## config.mk

```make
export PLATFORM = sky130hd
export DESIGN_NAME = multdiv_sequencer_flat
export DESIGN_NICKNAME = d
export VERILOG_FILES = /design/src/rtl/multdiv_sequencer_if.sv /design/src/rtl/multdiv_sequencer.sv /design/src/flat_wrapper.sv
export SDC_FILE = /design/constraint.sdc
export NUM_CORES = 2
export LEC_CHECK = 0
export ABC_AREA = 1
export BUFFER_PORTS_ARGS = -buffer_cell sky130_fd_sc_hd__buf_2
export CAP_MARGIN = 0
export CORE_MARGIN = 1
export CORE_UTILIZATION = 45
export DETAILED_ROUTE_END_ITERATION = 12
export HOLD_SLACK_MARGIN = 0.06
export PLACE_DENSITY = 0.73
export SETUP_SLACK_MARGIN = 0.1
export SYNTH_ARGS = -nofsm -noshare
export SYNTH_HDL_FRONTEND = slang
export SYNTH_SLANG_ARGS = --single-unit
```

## constraint.sdc

```tcl
create_clock -name clk -period 5.92 [get_ports clk]
set_clock_uncertainty 0.1 [all_clocks]
set_input_delay 1.184 -clock clk [delete_from_list [all_inputs] [get_ports clk]]
set_output_delay 1.184 -clock clk [all_outputs]
set_load 0.05 [all_outputs]
```

## src/rtl/multdiv_sequencer_if.sv

```systemverilog
// Operation types shared with the decoder, and the request/response bundle
// between the execute stage (master) and the multiply/divide unit (slave).
package decode_pkg;
    typedef enum logic [2:0] {
        MULT_MUL  = 3'd0,
        MULT_MULW = 3'd1,
        MULT_DIV  = 3'd2,
        MULT_DIVU = 3'd3,
        MULT_REM  = 3'd4,
        MULT_REMU = 3'd5
    } mult_t;
endpackage

interface multdiv_sequencer_if #(parameter int XLEN = 64);
    import decode_pkg::*;

    logic            req_valid;
    logic            req_ready;
    mult_t           mult_type;
    logic            word;
    logic [XLEN-1:0] src_a;
    logic [XLEN-1:0] src_b;
    logic            flush;
    logic            resp_valid;
    logic            resp_ready;
    logic [XLEN-1:0] result;

    modport master (
        output req_valid, mult_type, word, src_a, src_b, flush, resp_ready,
        input  req_ready, resp_valid, result
    );

    modport slave (
        input  req_valid, mult_type, word, src_a, src_b, flush, resp_ready,
        output req_ready, resp_valid, result
    );
endinterface

```

## src/rtl/multdiv_sequencer.sv

```systemverilog
// Iterative multiply/divide unit: shift-add multiply and restoring divide,
// one bit per cycle, one operation in flight at a time.
//
// state | meaning
// IDLE  | waiting for a request, req_ready high
// MUL   | shift-add iterations, counter N-1 down to 0
// DIV   | restoring-divide iterations, counter N-1 down to 0
// DONE  | result held with resp_valid until resp_ready
module multdiv_sequencer
    import decode_pkg::*;
#(
    parameter int XLEN = 64
) (
    input  logic                 clk,
    input  logic                 resetn,
    multdiv_sequencer_if.slave   bus
);

    localparam int CW = $clog2(XLEN);
    localparam logic [CW-1:0] CNT_FULL = CW'(XLEN - 1);
    localparam logic [CW-1:0] CNT_WORD = CW'(31);

    typedef enum logic [1:0] {S_IDLE, S_MUL, S_DIV, S_DONE} state_t;

    function automatic logic [XLEN-1:0] sext32(input logic [31:0] v);
        return {{(XLEN-32){v[31]}}, v};
    endfunction

    state_t          state;
    logic [CW-1:0]   cnt;
    logic            word_q, rem_q, q_neg, r_neg;
    logic [XLEN-1:0] acc, mcand, mplier;
    logic [XLEN-1:0] rem, quo, divisor;
    logic            req_ready_q, resp_valid_q;
    logic [XLEN-1:0] result_q;

    logic            word_in, mul_in, signed_in, rem_in, sa, sb, div_zero, ovf;
    logic [XLEN-1:0] a_ext, b_ext, min_ext, mag_a, mag_b, spec_raw, spec_res;

    // Request decode: operand extension, sign capture and IDLE->DONE shortcuts.
    always_comb begin
        word_in   = bus.word | (bus.mult_type == MULT_MULW);
        mul_in    = (bus.mult_type == MULT_MUL) | (bus.mult_type == MULT_MULW);
        signed_in = (bus.mult_type == MULT_DIV) | (bus.mult_type == MULT_REM);
        rem_in    = (bus.mult_type == MULT_REM) | (bus.mult_type == MULT_REMU);
        a_ext     = bus.src_a;
        b_ext     = bus.src_b;
        if (word_in) begin
            a_ext = signed_in ? sext32(bus.src_a[31:0]) : {{(XLEN-32){1'b0}}, bus.src_a[31:0]};
            b_ext = signed_in ? sext32(bus.src_b[31:0]) : {{(XLEN-32){1'b0}}, bus.src_b[31:0]};
        end
        min_ext  = word_in ? sext32(32'h8000_0000) : {1'b1, {(XLEN-1){1'b0}}};
        sa       = signed_in & a_ext[XLEN-1];
        sb       = signed_in & b_ext[XLEN-1];
        mag_a    = sa ? -a_ext : a_ext;
        mag_b    = sb ? -b_ext : b_ext;
        div_zero = (b_ext == '0);
        ovf      = signed_in && (a_ext == min_ext) && (b_ext == '1);
        spec_raw = div_zero ? (rem_in ? a_ext : '1) : (rem_in ? '0 : min_ext);
        spec_res = word_in ? sext32(spec_raw[31:0]) : spec_raw;
    end

    logic [XLEN-1:0] acc_nx, rem_nx, quo_nx, q_mag, div_raw, fin_div, fin_mul;
    logic [XLEN:0]   rem_sh, rem_diff;
    logic            ge;

    // One iteration step for each datapath, plus the final result as seen
    // on the last iteration (sign fix-up and word sign-extension included).
    always_comb begin
        acc_nx   = acc + (mplier[0] ? mcand : '0);
        rem_sh   = {rem, quo[XLEN-1]};
        rem_diff = rem_sh - {1'b0, divisor};
        ge       = ~rem_diff[XLEN];
        rem_nx   = ge ? rem_diff[XLEN-1:0] : rem_sh[XLEN-1:0];
        quo_nx   = {quo[XLEN-2:0], ge};
        q_mag    = word_q ? {{(XLEN-32){1'b0}}, quo_nx[31:0]} : quo_nx;
        div_raw  = rem_q ? (r_neg ? -rem_nx : rem_nx) : (q_neg ? -q_mag : q_mag);
        fin_div  = word_q ? sext32(div_raw[31:0]) : div_raw;
        fin_mul  = word_q ? sext32(acc_nx[31:0]) : acc_nx;
    end

    // Sequencing FSM with registered handshake outputs and result.
    always_ff @(posedge clk or negedge resetn) begin
        if (!resetn) begin
            state        <= S_IDLE;
            cnt          <= '0;
            word_q       <= 1'b0;
            rem_q        <= 1'b0;
            q_neg        <= 1'b0;
            r_neg        <= 1'b0;
            acc          <= '0;
            mcand        <= '0;
            mplier       <= '0;
            rem          <= '0;
            quo          <= '0;
            divisor      <= '0;
            req_ready_q  <= 1'b0;
            resp_valid_q <= 1'b0;
            result_q     <= '0;
        end else if (bus.flush) begin
            state        <= S_IDLE;
            resp_valid_q <= 1'b0;
            req_ready_q  <= 1'b1;
        end else begin
            unique case (state)
                S_IDLE: begin
                    if (bus.req_valid && req_ready_q) begin
                        req_ready_q <= 1'b0;
                        word_q      <= word_in;
                        rem_q       <= rem_in;
                        cnt         <= word_in ? CNT_WORD : CNT_FULL;
                        if (mul_in) begin
                            acc    <= '0;
                            mcand  <= a_ext;
                            mplier <= b_ext;
                            state  <= S_MUL;
                        end else if (div_zero || ovf) begin
                            result_q     <= spec_res;
                            resp_valid_q <= 1'b1;
                            state        <= S_DONE;
                        end else begin
                            // Word dividends start in the top half so quo[MSB]
                            // feeds their bits on the 32 iterations.
                            rem     <= '0;
                            quo     <= word_in ? {mag_a[31:0], {(XLEN-32){1'b0}}} : mag_a;
                            divisor <= mag_b;
                            q_neg   <= sa ^ sb;
                            r_neg   <= sa;
                            state   <= S_DIV;
                        end
                    end else begin
                        req_ready_q <= 1'b1;
                    end
                end
                S_MUL: begin
                    acc    <= acc_nx;
                    mcand  <= mcand << 1;
                    mplier <= mplier >> 1;
                    if (cnt == '0) begin
                        result_q     <= fin_mul;
                        resp_valid_q <= 1'b1;
                        state        <= S_DONE;
                    end else begin
                        cnt <= cnt - 1'b1;
                    end
                end
                S_DIV: begin
                    rem <= rem_nx;
                    quo <= quo_nx;
                    if (cnt == '0) begin
                        result_q     <= fin_div;
                        resp_valid_q <= 1'b1;
                        state        <= S_DONE;
                    end else begin
                        cnt <= cnt - 1'b1;
                    end
                end
                S_DONE: begin
                    if (bus.resp_ready) begin
                        resp_valid_q <= 1'b0;
                        req_ready_q  <= 1'b1;
                        state        <= S_IDLE;
                    end
                end
                default: state <= S_IDLE;
            endcase
        end
    end

    assign bus.req_ready  = req_ready_q;
    assign bus.resp_valid = resp_valid_q;
    assign bus.result     = result_q;

endmodule
```

## src/flat_wrapper.sv

```systemverilog
// flat-port wrapper written by rule: the top's interface ports become plain ports
module multdiv_sequencer_flat import decode_pkg::*;
#(
    parameter int XLEN = 64
)
  (clk, resetn, bus_req_valid, bus_mult_type, bus_word, bus_src_a, bus_src_b, bus_flush, bus_resp_ready, bus_req_ready, bus_resp_valid, bus_result);
  multdiv_sequencer_if #(.XLEN(XLEN)) bus_i ();
  input  logic clk;
  input  logic resetn;
  input wire logic [$bits(bus_i.req_valid)-1:0] bus_req_valid;
  input wire logic [$bits(bus_i.mult_type)-1:0] bus_mult_type;
  input wire logic [$bits(bus_i.word)-1:0] bus_word;
  input wire logic [$bits(bus_i.src_a)-1:0] bus_src_a;
  input wire logic [$bits(bus_i.src_b)-1:0] bus_src_b;
  input wire logic [$bits(bus_i.flush)-1:0] bus_flush;
  input wire logic [$bits(bus_i.resp_ready)-1:0] bus_resp_ready;
  output wire logic [$bits(bus_i.req_ready)-1:0] bus_req_ready;
  output wire logic [$bits(bus_i.resp_valid)-1:0] bus_resp_valid;
  output wire logic [$bits(bus_i.result)-1:0] bus_result;
  assign bus_i.req_valid = bus_req_valid;
  assign bus_i.mult_type = bus_mult_type;
  assign bus_i.word = bus_word;
  assign bus_i.src_a = bus_src_a;
  assign bus_i.src_b = bus_src_b;
  assign bus_i.flush = bus_flush;
  assign bus_i.resp_ready = bus_resp_ready;
  assign bus_req_ready = bus_i.req_ready;
  assign bus_resp_valid = bus_i.resp_valid;
  assign bus_result = bus_i.result;
  multdiv_sequencer #(.XLEN(XLEN)) u_core (.clk(clk), .resetn(resetn), .bus(bus_i));
endmodule
```

==> results.yml <==
yosys:
  synth_edf_count: 0
  netlist_instances: 6803
  synth_compound_area_share_pct: 18.1
  ys_seq_area_share_pct: 27.8
  ys.flop_type: "dfrtp_1"
  synth_top_family_by_area: "simple AND/OR/NAND/NOR gates"
  muxShareOfSynthArea_pct: 0
  async_reset_ff_share_pct: 100
  syn-num-nets: 7081
  yosysWarnings: 0
  netlist_area_sq_um: 41600
  synth-xor-area-share_pct: 3.33
  synth.avg_cell_area_sq_um: 6.11
  synth_seq_cells: 462
  synthAdderAreaFrac_pct: 4.28
  synth.distinct_cells: 63
  synth-simple-area-share_pct: 34.7
global_route:
  grt_max_degree: 131
  first_global_vias: 44106
  antenna_found_initial: 4
  grt_pass1_wl_um: 279000
  grt_overflow: 0
  grtUsageTotal_pct: 39.4
critical_path:
  crit_cells: 27
  critPathKind: "register to register"
  rr_worst_depth: 27
  required_ns: 6.40
  crit_path_max_incr_delay_ns: 0.52
  cpMostUsedCell: "nand2_1"
  path_max_fanout: 104
  path_buf_inv: 3
  r2r_slack_ns: 0.49
  cp_slowest_cell: "clkbuf_8"
  critPathTopFamily: "simple AND/OR/NAND/NOR gates"
  start_kind: "register"
  end_kind: "register"
  critPathArrivalTime_ns: 5.92
timing:
  relSlewSlack_pct: 8.23
  finalSetupViolations: 0
  rsz0062_at_grt: "yes"
  final_hold_viol_count: 0
  worst_pin_slew_ns: 1.36
  fmax_mhz: 184
  period_share_pct: 91.8
  whs_ns: 0.346
  slew_violations: 0
  period_needed_ns: 5.43
route:
  route.detailed.drc: 0
  vias: 47936
  drtAntennaViolNets: 0
  dr.pass1.iters: 7
  routedWlPerCell_um: 23.1
  vias_per_cell: 5.91
  drt-total-wl_um: 188000
  drtIter0Drc: 7211
placed_design:
  dp_hpwl_um: 149000
  globalplace.congestion: 1.07
  port_buffers: 202
  dp.cells: 8014
job:
  max-cap-violations: 0
floorplanning:
  dieArea_sq_um: 93600
  start_util_pct: 45.4
  dieWidth_um: 306
  io_pins: 203
  core_area_sq_um: 91500
  rows: 111
  chipHeight_um: 306
cells_and_area:
  post-route-util_pct: 49.9
  nFillCells: 9674
  syn_to_final_growth_pct: 9.97
  fin_cells: 8117
  layout-drive-gt1-share_pct: 7.58
  nNetsFinal: 7164
clock_tree:
  cts_max_path_buffers: 3
  root_buffer: "clkbuf_16"
  cts_sinks: 462
  clk_pin_slew_ns: 0.07
  cts_tree: "done"
  worst_skew_pair.late_latency_ns: 0.68
  numCtsBuffers: 56
  cts-htree-levels: 2
  postCtsSetupBuffers: 0
status:
  outcome: "finished, final reports clean"
min_path:
  hold_class: "primary input to async pin"
-- metrics by stage --
| step | cell area, sq um | TNS [ns] | setup WS (ns) |
|---|---|---|---|
| 2_1_floorplan | 41600 | 0 | 0.751 |
| 3_3_place_gp | 43800 | 0 | 0.461 |
| 3_5_place_dp | 43800 | 0 | 0.438 |
| 4_1_cts | 45700 | 0 | 0.420 |
| 5_1_grt | 45700 | -0.0432 | -0.0432 |
| 6_report | 45700 | 0 | 0.486 |
-- registers in the layout (all words and copies together), names as in the netlist --
| name | flops |
|---|---|
| u_core.state | 2 |
| u_core.acc | 64 |
| u_core.cnt | 6 |
| u_core.word_q | 1 |
| u_core.bus.resp_valid | 1 |
| u_core.r_neg | 1 |
| u_core.mcand | 64 |
| u_core.bus.result | 64 |
| u_core.divisor | 64 |
| u_core.quo | 64 |
| u_core.bus.req_ready | 1 |
| u_core.q_neg | 1 |
| u_core.rem_q | 1 |
| u_core.mplier | 64 |
| u_core.rem | 64 |
-- final cells by class --
| cell class | count | area [sq um] | share of cell area [%] |
|---|---|---|---|
| well taps | 1186 | 1480 | 3.25 |
| clock inverters | 26 | 251 | 0.550 |
| multi-input cells | 5093 | 25200 | 55.2 |
| inverters | 979 | 3680 | 8.05 |
| clock buffers | 75 | 1620 | 3.53 |
| repair buffers | 294 | 1880 | 4.12 |
| flip-flops and latches | 462 | 11600 | 25.3 |
| diodes | 2 | 5.00 | 0.0110 |
-- what timing repair did --
action | CTS | global route
hold buffers | 0 | 0
gates resized for setup | 0 | 11
endpoints found under the setup margin | 0 | 40
-- worst register-to-register path, stage by stage, from the launching register on --
cell	delay (ns)
dfrtp_1	0.37
inv_1	0.31
ha_1	0.36
nand2_1	0.09
nand2_1	0.06
nand3_1	0.07
nand2_1	0.10
a21oi_1	0.18
nand2_1	0.12
a21oi_4	0.27
nand3_4	0.21
nand2_4	0.15
clkbuf_8	0.52
nand2_1	0.12
nand2_1	0.20
nand2_1	0.12
nor2_1	0.14
nand2_2	0.12
nor2_1	0.41
nand2_1	0.13
nand2_1	0.22
nand2_1	0.08
nand3_1	0.12
o311ai_0	0.26
buf_4	0.28
nand3_1	0.07
nand3_1	0.08
nand2_1	0.09
-- cell usage in the layout, fill, tap and decap left out, types with 133 or more instances in the layout --
cell,netlist,final
ha_1,139,139
xor2_1,133,133
buf_2,43,201
a21oi_1,364,364
inv_1,967,962
nand2_1,2011,2008
nand3_1,440,438
nor2_1,716,713
o21ai_0,510,508
dfrtp_1,462,458
-- cell families (layout without fill, tap and decap cells) --
| logic type | count (synthesis) | count (layout) |
|---|---|---|
| compound gates | 1316 | 1316 |
| xor+xnor | 158 | 158 |
| fa+ha+maj | 141 | 141 |
| buf+inv | 1248 | 1374 |
| flops | 462 | 462 |
| other cells | 0 | 2 |
| simple gates | 3478 | 3478 |
-- per-layer routing --
metal / up-vias / GRT usage (%) / wire length, um
met5: - / 0 / 19
met1: 22588 / 56.0 / 79300
met4: 2 / 15.1 / 7950
met2: 2732 / 55.8 / 75800
met3: 375 / 11.3 / 24500
li1: 22239 / - / -
-- worst paths after layout --
check,startpoint,to
setup / recovery,u_core.divisor[57]$_DFFE_PN0P_,u_core.bus.result[25]$_DFFE_PN0P_
hold / removal,resetn,u_core.bus.result[52]$_DFFE_PN0P_
setup reg to reg,u_core.divisor[57]$_DFFE_PN0P_,u_core.bus.result[25]$_DFFE_PN0P_
hold reg to reg,u_core.bus.result[34]$_DFFE_PN0P_,u_core.bus.result[34]$_DFFE_PN0P_
max in group asynchronous,resetn,u_core.acc[34]$_DFFE_PN0P_
min in group clk,u_core.bus.result[34]$_DFFE_PN0P_,u_core.bus.result[34]$_DFFE_PN0P_
-- synth_stat cells (4+ instances only) --
library cell     n  share of area [%]
buf_1           33               0.30
or2_2           40               0.60
o31ai_1          9               0.16
a21oi_2          4              0.084
nand4_1         70                1.1
o21bai_1        21               0.38
o21ai_2          7               0.15
a221oi_1         9               0.19
nor2_2           9               0.14
and2_1           7               0.11
and3_1           4              0.060
a22o_1           6               0.13
xor2_1         133                2.8
nand2_4          4               0.11
buf_6           11               0.30
nand3b_1        18               0.33
clkbuf_1       172                1.6
inv_2            9              0.081
buf_4            6               0.11
nor3_1          83                1.0
o22ai_1        117                1.8
nor4_1          40               0.60
a21oi_1        364                4.4
o21ai_1         24               0.29
nor2_1         716                6.5
o21a_1           6               0.11
a21boi_0         7               0.13
o311ai_0        10               0.21
nand3_1        440                5.3
ha_1           139                4.2
nand2_2         23               0.35
o211ai_1        41               0.74
dfrtp_1        462                 28
xnor2_1         25               0.53
a31oi_1         76                1.1
o21ai_0        510                6.1
a221o_1          5               0.12
nand2_1       2011                 18
inv_1          967                8.7
a21o_1          17               0.31
buf_2           43               0.52
o221ai_1        41               0.86
a22oi_1         29               0.52
Power is not shown: default switching activity piles up to over one toggle a cycle in this logic, so the estimate is an artifact.
